File: config.mk
export PLATFORM = sky130hd
export DESIGN_NAME = comb_pair_sequencer
export DESIGN_NICKNAME = d
export VERILOG_FILES = /design/src/rtl/comb_pair_sequencer.sv
export SDC_FILE = /design/constraint.sdc
export NUM_CORES = 1
export LEC_CHECK = 0
export CAP_MARGIN = 20
export CORE_UTILIZATION = 50
export CTS_CLUSTER_SIZE = 14
export DETAILED_ROUTE_END_ITERATION = 12
export PLACE_DENSITY = 0.72
export SYNTH_ARGS = -nofsm -noshare
export SYNTH_HDL_FRONTEND = slang
export SYNTH_SLANG_ARGS = --single-unit
File: constraint.sdc
create_clock -name clk -period 3.65 [get_ports clk]
set_clock_uncertainty 0.15 [all_clocks]
set_input_delay 1.095 -clock clk [delete_from_list [all_inputs] [get_ports clk]]
set_output_delay 1.095 -clock clk [all_outputs]
set_load 0.01 [all_outputs]
File: src/rtl/comb_pair_sequencer.sv
// Two-channel sample pairing sequencer: per-channel FIFOs, lockstep pop, packed 48-bit output stream.
// Optional statistics outputs (pair_count, skew_err) are enabled by defining COMB_SEQ_STATS_EN.
//
// state   | meaning
// S_IDLE  | inputs accepted and discarded, FIFOs empty, waiting for enable
// S_RUN   | inputs buffered per channel, pairs packed into the output register
// S_FLUSH | inputs discarded, waiting for the pending output beat to drain
module comb_pair_sequencer #(
   parameter int IN_DATA_WIDTH  = 24,
   parameter int OUT_DATA_WIDTH = 48,
   parameter int FIFO_DEPTH     = 4
) (
   input  logic                      clk,
   input  logic                      rst,
   input  logic                      enable,
   input  logic                      fract,
   input  logic [IN_DATA_WIDTH-1:0]  a_tdata,
   input  logic                      a_tvalid,
   output logic                      a_tready,
   input  logic [IN_DATA_WIDTH-1:0]  b_tdata,
   input  logic                      b_tvalid,
   output logic                      b_tready,
   output logic [OUT_DATA_WIDTH-1:0] m_tdata,
   output logic                      m_tvalid,
   input  logic                      m_tready,
   output logic                      busy
`ifdef COMB_SEQ_STATS_EN
   ,
   output logic [31:0]               pair_count,
   output logic                      skew_err
`endif
);

   localparam int IW = IN_DATA_WIDTH;
   localparam int H  = OUT_DATA_WIDTH / 2;
   localparam int AW = (FIFO_DEPTH > 1) ? $clog2(FIFO_DEPTH) : 1;
   localparam int CW = AW + 1;

   typedef enum logic [1:0] {S_IDLE, S_RUN, S_FLUSH} state_t;

   state_t state_q, state_d;

   logic [IW-1:0] mem_q [2][FIFO_DEPTH];
   logic [AW-1:0] wptr_q [2];
   logic [AW-1:0] rptr_q [2];
   logic [CW-1:0] cnt_q  [2];

   logic [IW-1:0] din [2];
   logic [1:0]    tvalid;
   logic [1:0]    tready;
   logic [1:0]    wr;
   logic [1:0]    full;
   logic [1:0]    empty;
   logic          run;
   logic          load;
   logic          out_acc;
   logic          fifo_clr;
   logic          run_start;

   logic                      m_tvalid_q;
   logic [OUT_DATA_WIDTH-1:0] m_tdata_q;

   // fract=1 halves the sample (arithmetic shift) before sign-extending into the lane
   function automatic logic [H-1:0] pack_lane(input logic [IW-1:0] s, input logic fr);
      logic [IW-1:0] v;
      v = fr ? {s[IW-1], s[IW-1:1]} : s;
      return H'($signed(v));
   endfunction

   assign din[0] = a_tdata;
   assign din[1] = b_tdata;
   assign tvalid = {b_tvalid, a_tvalid};

   always_comb begin
      for (int c = 0; c < 2; c++) begin
         full[c]  = (cnt_q[c] == CW'(FIFO_DEPTH));
         empty[c] = (cnt_q[c] == '0);
      end
   end

   always_ff @(posedge clk) begin
      if (rst) begin
         state_q <= S_IDLE;
      end else begin
         state_q <= state_d;
      end
   end

   always_comb begin
      state_d = state_q;
      case (state_q)
         S_IDLE:  if (enable) state_d = S_RUN;
         S_RUN:   if (!enable) state_d = S_FLUSH;
         S_FLUSH: if (!m_tvalid_q || m_tready) state_d = S_IDLE;
         default: state_d = S_IDLE;
      endcase
   end

   always_comb begin
      run       = (state_q == S_RUN);
      busy      = (state_q != S_IDLE);
      run_start = (state_q == S_IDLE) && enable;
      fifo_clr  = (state_q == S_FLUSH) && (state_d == S_IDLE);
      for (int c = 0; c < 2; c++) begin
         tready[c] = run ? !full[c] : 1'b1;
         wr[c]     = run && tvalid[c] && !full[c];
      end
      load    = run && !empty[0] && !empty[1] && (!m_tvalid_q || m_tready);
      out_acc = m_tvalid_q && m_tready;
   end

   assign a_tready = tready[0];
   assign b_tready = tready[1];

   always_ff @(posedge clk) begin
      if (rst || fifo_clr) begin
         for (int c = 0; c < 2; c++) begin
            wptr_q[c] <= '0;
            rptr_q[c] <= '0;
            cnt_q[c]  <= '0;
         end
      end else begin
         for (int c = 0; c < 2; c++) begin
            if (wr[c]) begin
               mem_q[c][wptr_q[c]] <= din[c];
               wptr_q[c]           <= wptr_q[c] + AW'(1);
            end
            if (load) begin
               rptr_q[c] <= rptr_q[c] + AW'(1);
            end
            cnt_q[c] <= cnt_q[c] + CW'(wr[c]) - CW'(load);
         end
      end
   end

   always_ff @(posedge clk) begin
      if (rst) begin
         m_tvalid_q <= 1'b0;
         m_tdata_q  <= '0;
      end else if (load) begin
         m_tvalid_q <= 1'b1;
         m_tdata_q  <= {pack_lane(mem_q[1][rptr_q[1]], fract),
                        pack_lane(mem_q[0][rptr_q[0]], fract)};
      end else if (out_acc) begin
         m_tvalid_q <= 1'b0;
      end
   end

   assign m_tvalid = m_tvalid_q;
   assign m_tdata  = m_tdata_q;

`ifdef COMB_SEQ_STATS_EN
   logic [31:0] pair_count_q;
   logic        skew_err_q;

   always_ff @(posedge clk) begin
      if (rst || run_start) begin
         pair_count_q <= '0;
         skew_err_q   <= 1'b0;
      end else begin
         if (out_acc) begin
            pair_count_q <= pair_count_q + 32'd1;
         end
         if (run && ((full[0] && empty[1]) || (full[1] && empty[0]))) begin
            skew_err_q <= 1'b1;
         end
      end
   end

   assign pair_count = pair_count_q;
   assign skew_err   = skew_err_q;
`else
   logic unused_run_start;
   assign unused_run_start = run_start;
`endif

endmodule
== Yosys cells after proc, flatten, opt, wreduce, memory -nomap -nowiden ==
Memories as Yosys holds them, arrays and structs flattened.
Cells that the tools add are included.

* Register bits after elaboration: 51
* Bits in latches: 0
* RAM bits: 206
* Bits in read-only memories: 0
* Bits of input ports: 55
* Memories: 4

{| class="wikitable"
|+ Memory list
! name !! words !! width !! rd ports !! clocked after memory_dff !! write ports !! RTL line !! text
|-
| mem_q || 2 || 96 || 2 || 0 || 2 || 43 || <nowiki>logic [IW-1:0] mem_q [2][FIFO_DEPTH];</nowiki>
|-
| cnt_q || 2 || 3 || 2 || 0 || 2 || 46 || <nowiki>logic [CW-1:0] cnt_q [2];</nowiki>
|-
| rptr_q || 2 || 2 || 2 || 0 || 2 || 45 || <nowiki>logic [AW-1:0] rptr_q [2];</nowiki>
|-
| wptr_q || 2 || 2 || 2 || 0 || 2 || 44 || <nowiki>logic [AW-1:0] wptr_q [2];</nowiki>
|}

* $add $sub $neg: 8
* Multiply operators: 0
* Div/mod/pow operators: 0
* $lt $le $gt $ge: 6
* Eq/ne operators: 4
* Shift-type cells: 0
* Multiplexer cells: 40
* Bitwise logic cells: 10
* Reduce and logical (&&, ||, !) cells: 24

{| class="wikitable"
|+ Operators by type and width
! operator !! count
|-
| $mux 96 || 2
|-
| $mux 24 || 6
|-
| $bmux 24 s2 || 2
|-
| $demux 24 s2 || 2
|-
| $mux 23 || 2
|-
| $mux 1 || 16
|-
| $mux 2 || 7
|-
| $ge 3x3->1 const B || 4
|-
| $not 2->3 || 4
|-
| $logic_and 1x1->1 || 11
|-
| $add 2x1->2 const B || 4
|-
| $add 3x1->3 || 2
|-
| $eq 3x3->1 const B || 2
|-
| $logic_not 3->1 || 2
|-
| $lt 3x1->1 const B || 2
|-
| $mux 3 || 2
|-
| $or 1x1->1 || 6
|-
| $pmux 2 s3 || 1
|-
| $sub 3x1->3 || 2
|-
| $logic_not 1->1 || 5
|-
| $logic_not 2->1 || 2
|-
| $reduce_bool 2->1 || 2
|-
| $eq 2x1->1 const B || 1
|-
| $eq 2x2->1 const B || 1
|-
| $logic_or 1x1->1 || 2
|}

== Longest topological paths before layout ==
Gate-level depths: netlist of run 1.

* Word-level depth: 10
* Depth in mapped cells: 11

== Worst setup path after synthesis of run 1 ==
OpenSTA, ideal clock, no wires.

* Path type: input -> register
* Start point: in m_tready
* End point: mem mem_q[0][0] (netlist name), enable pin
* Setup time: 383 ps
* Arrival time: 2,609 ps
* Setup slack: 508 ps
* Stages on the path: 5
* Path buffers: 2
* Cell sequence: nand2b_1 -> a21oi_1 -> clkbuf_1 -> clkbuf_1 -> and3_1

{| class="wikitable"
|+ RTL lines
! item !! RTL line !! text
|-
| start: declaration || 25 || <nowiki>input logic m_tready,</nowiki>
|-
| end: declaration || 43 ||
|}

== Worst setup path after layout of run 1 ==
* Start point: reg state_q[0]
* End point: out b_tready

* Cells in the longest elaborated chain, start to end: 2

{| class="wikitable"
|+ Ends and longest elaborated chain
! item !! RTL line !! text
|-
| start: declaration || 41 || <nowiki>state_t state_q, state_d;</nowiki>
|-
| start signal: assignment || 85 || <nowiki>state_q <= state_d;</nowiki>
|-
| $eq 2x1->1 || 100 || <nowiki>run = (state_q == S_RUN);</nowiki>
|-
| $mux 1 || 105 || <nowiki>tready[c] = run ? !full[c] : 1'b1;</nowiki>
|-
| end: declaration || 22 || <nowiki>output logic b_tready,</nowiki>
|}

Every way passes these cells.

==> results of run 1 <==
## final timing paths
path | from | end | slack (ps) | cells past startpoint
worst max-delay path | state_q[0] | b_tready | 250 | 3
worst min-delay path | m_tdata[38] | m_tdata[38] | 310 | 1
worst max register to register | state_q[0] | cnt_q[0][2] | 920 | 9
worst min register to register | m_tdata[38] | m_tdata[38] | 310 | 1
## cells by family (layout without fill, tap and decap cells)
logic type,after synthesis,after routing,share of synthesized area
DFF,257,257,0.699
AOI/OAI and AO/OA,145,145,0.109
muxes,99,99,0.102
and+or+nand+nor,78,78,0.0398
buffers and inverters,62,195,0.0274
adders and majority gates,14,14,0.0186
xor gates and xnor gates,6,6,0.00514
## metal layers
layer  vias to the layer above  global-route usage  share of wire
met5                         -                   0              0
met4                         0              0.0755          0.022
met3                        33              0.0299          0.063
met2                       241               0.358           0.49
met1                      3016               0.269           0.43
li1                       2834                   -              -
## area by class of cell
| cell class | count | area (sq um) |
|---|---|---|
| Tap cell | 265 | 332 |
| Timing Repair Buffer | 131 | 1360 |
| Clock inverter | 15 | 173 |
| Sequential cell | 257 | 7150 |
| Inverter | 16 | 60.1 |
| Multi-Input combinational cell | 342 | 2810 |
| Clock buffer | 33 | 708 |
| Fill cell | 1422 | 7190 |
## power groups by stage
stage | logic [mW] | registers, mW | clock network (mW)
3_3_place_gp | 0.329 | 3.26 | 0
6_report | 0.347 | 3.20 | 2.69
4_1_cts | 0.345 | 3.20 | 2.74
5_1_grt | 0.377 | 3.20 | 2.86
3_5_place_dp | 0.343 | 3.26 | 0
2_1_floorplan | 0.193 | 3.26 | 0
## placed cells by master, fill, tap and decap left out, types with 9 or more instances in the layout
cell and count:
sky130_fd_sc_hd__mux2_2 40, sky130_fd_sc_hd__nor2_1 16, sky130_fd_sc_hd__mux2i_1 59, sky130_fd_sc_hd__buf_12 9, sky130_fd_sc_hd__nand2_1 21, sky130_fd_sc_hd__o22ai_1 36
sky130_fd_sc_hd__edfxtp_1 200, sky130_fd_sc_hd__ha_1 12, sky130_fd_sc_hd__a32o_1 24, sky130_fd_sc_hd__a22oi_1 47, sky130_fd_sc_hd__clkdlybuf4s50_1 106, sky130_fd_sc_hd__clkbuf_16 27
sky130_fd_sc_hd__inv_1 16, sky130_fd_sc_hd__buf_4 16, sky130_fd_sc_hd__dfxtp_1 57, sky130_fd_sc_hd__o31ai_1 17, sky130_fd_sc_hd__clkinv_2 9
## state kept, by name (all words and copies together), names as in the netlist
register and count:
m_tdata 48, mem_q 192, cnt_q 6, wptr_q 4, m_tvalid 1, state_q 2
rptr_q 4
## stage by stage
step                setup WS, ps  power [mW]  area [sq um]  hold slack, ps
floorplan                    508        3.45         10200             277
global placement             283        3.59         11700             294
detailed placement           224        3.60         11700             302
CTS                          222        6.28         12600             317
global route                 129        6.43         12600             335
finish                       250        6.24         12600             314
## worst max-delay path: stages (launching register included)
cell and delay, ps:
sky130_fd_sc_hd__dfxtp_1 340, sky130_fd_sc_hd__nor2b_1 560, sky130_fd_sc_hd__nand4_1 210, sky130_fd_sc_hd__clkdlybuf4s50_1 520
==> results.txt, run 1 <==
* Part of the total power dissipated in combinational logic: 0.056
- After clock tree synthesis, the clock-pin slew on the worst setup and hold paths is 60 ps.
- Routed wire length: approximately 21 mm
- Switching power of the nets: about 1.2 mW
* Starting utilization of the core area: 0.517
- Aggregate global routing overflow: 0
- The finished layout holds 1,059 standard cells, fillers aside.
- Startpoint types: register
- Of the total power, registers draw 0.513.
- Timing would allow up to 0.294 GHz.
* Share of synthesized registers carrying an async set or reset: 0
* CTS Root Buffer Type: sky130_fd_sc_hd__clkbuf_16
- Relative to the synthesized area, the layout overhead comes to 23.1%.
- In the post-synthesis netlist, the biggest area contributors are sky130_fd_sc_hd__edfxtp_1 59%, sky130_fd_sc_hd__dfxtp_1 11%, sky130_fd_sc_hd__mux2i_1 5.8%, sky130_fd_sc_hd__mux2_2 4.4%, sky130_fd_sc_hd__a22oi_1 3.4%.
* Post-CTS setup-driven buffer insertion count: 0
- The path class of the tightest hold or removal check is register to register.
- The first global-routing pass estimated 34.6 mm of wire.
* IR Drop Worst-Case VDD: 0.000317 V
* Setup repair after global routing missed its margin: false
- Most common flop cell mapped by yosys: sky130_fd_sc_hd__edfxtp_1
- Number of placed I/O pins: 107
- In this run the tightest slew margin relative to its limit is 0.452.
- Post-detail-place hpwl: between 10 and 15 mm
- Required time of the critical path: between 2000 and 2500 ps
* Final sum of negative setup slack: 0 ps
* Share of layout cells above drive strength 1: 0.141
- Warning count from the yosys run: 0
* Number of global-route vias before repair: 6,508
- The number of hold violations in the final report was 0.
- Die outline area: 21,000 sq um
* Top cells by instance count after synthesis: 200 x sky130_fd_sc_hd__edfxtp_1, 59 x sky130_fd_sc_hd__mux2i_1, 57 x sky130_fd_sc_hd__dfxtp_1
- In this run the power density over the cells is approximately 500 nW/um^2.
- Antenna violation net count after detailed routing: 0
* Number of synthesized register bits: 257
- Count of max-cap constraint violations: 0
* Worst-margin pin slew: roughly 820 ps
* Average size of a mapped cell: about 15 sq um
* Height of the chip: ~150 microns
- Dividing the final minimum period by the clock period gives 0.931.
* Area share of the largest cell type after synthesis: 0.587
- Post-detailed-route wirelength per cell: between 20 and 25 microns
- The initial antenna violation count is 0.
* Total instance count after detailed placement: around 1,000
- Using the TritonRoute via totals, the vias-per-cell ratio works out to 5.78.
- The number of antenna diodes in the final layout is 0.
- The worst setup path is of the register to primary output kind.
- The routed design could run at a clock period as short as roughly 3400 ps.
- Sw frac: 0.200
* Cells after synthesis: around 660
- Biggest area consumer among synthesized cells: sky130_fd_sc_hd__edfxtp_1
* Sequential-to-total area share from yosys stat: 0.699
- In this run, the number of DRC markers left after iteration 0 of detailed routing was about 500.
- Worst-Skew Late Latency: around 520 ps
- After clock tree synthesis, the repair step resized 0 gates.
- The flow ran to the end, and the final reports show no timing, DRC or antenna violations.
* Number of rows created at floorplan: 51
- After detailed routing, the number of remaining DRC violations is 0.
- The synthesized netlist occupies a cell area of about 10,000 sq um.
* Setup Viol. Count Final: 0
- In this run the tool buffered the top-level ports with between 100 and 150 buffer cells.
- Internal Pwr Total: about 5.0 mW
- TritonCTS created 26 clock buffers.
- Number of nets in the final layout: ~840
- Deepest clock path buffer count: 3
- For this run, the share of the core covered by cells in the final layout is 0.637.
- Hold repair after CTS inserted 0 buffers.
* Number of distinct library cells after synthesis: 39
- Most instantiated library cell after synthesis: sky130_fd_sc_hd__edfxtp_1
* Max Transition Viols Final: 0
* CP max FO: 8
- Static leakage power: 4.27 nW
- Placer's final routability congestion estimate: roughly 0.8
* Die width: roughly 150 microns
* Largest net degree at the start of global routing: 50
* GRT Util Overall: 0.209
- Clock tree from TritonCTS: done
- In this run, synthesis inferred 200 flip-flops with an integrated enable.
- The number of nets handed over by synthesis was 730.
* Core Footprint: around 20,000 sq um
- Clock share of power: 0.432
- STA classifies the critical path endpoint as a primary output.
- 1st-pass router iterations: 5
- Critical path arrival: around 2200 ps
- H-tree depth reported by CTS: 1
* DR vias: just over 6,000
* Sink count of the clock tree: 257
Power figures use the tool's default switching activity.
==> run 2, diff against run 1 <==
--- a/config.mk
+++ b/config.mk
@@ -10,6 +10,7 @@
 export CTS_CLUSTER_SIZE = 14
 export DETAILED_ROUTE_END_ITERATION = 12
 export PLACE_DENSITY = 0.72
+export SLEW_MARGIN = 20
 export SYNTH_ARGS = -nofsm -noshare
 export SYNTH_HDL_FRONTEND = slang
 export SYNTH_SLANG_ARGS = --single-unit
==> results of run 2 <==
No change in the layout: final DEF, timing and power equal those of run 1.
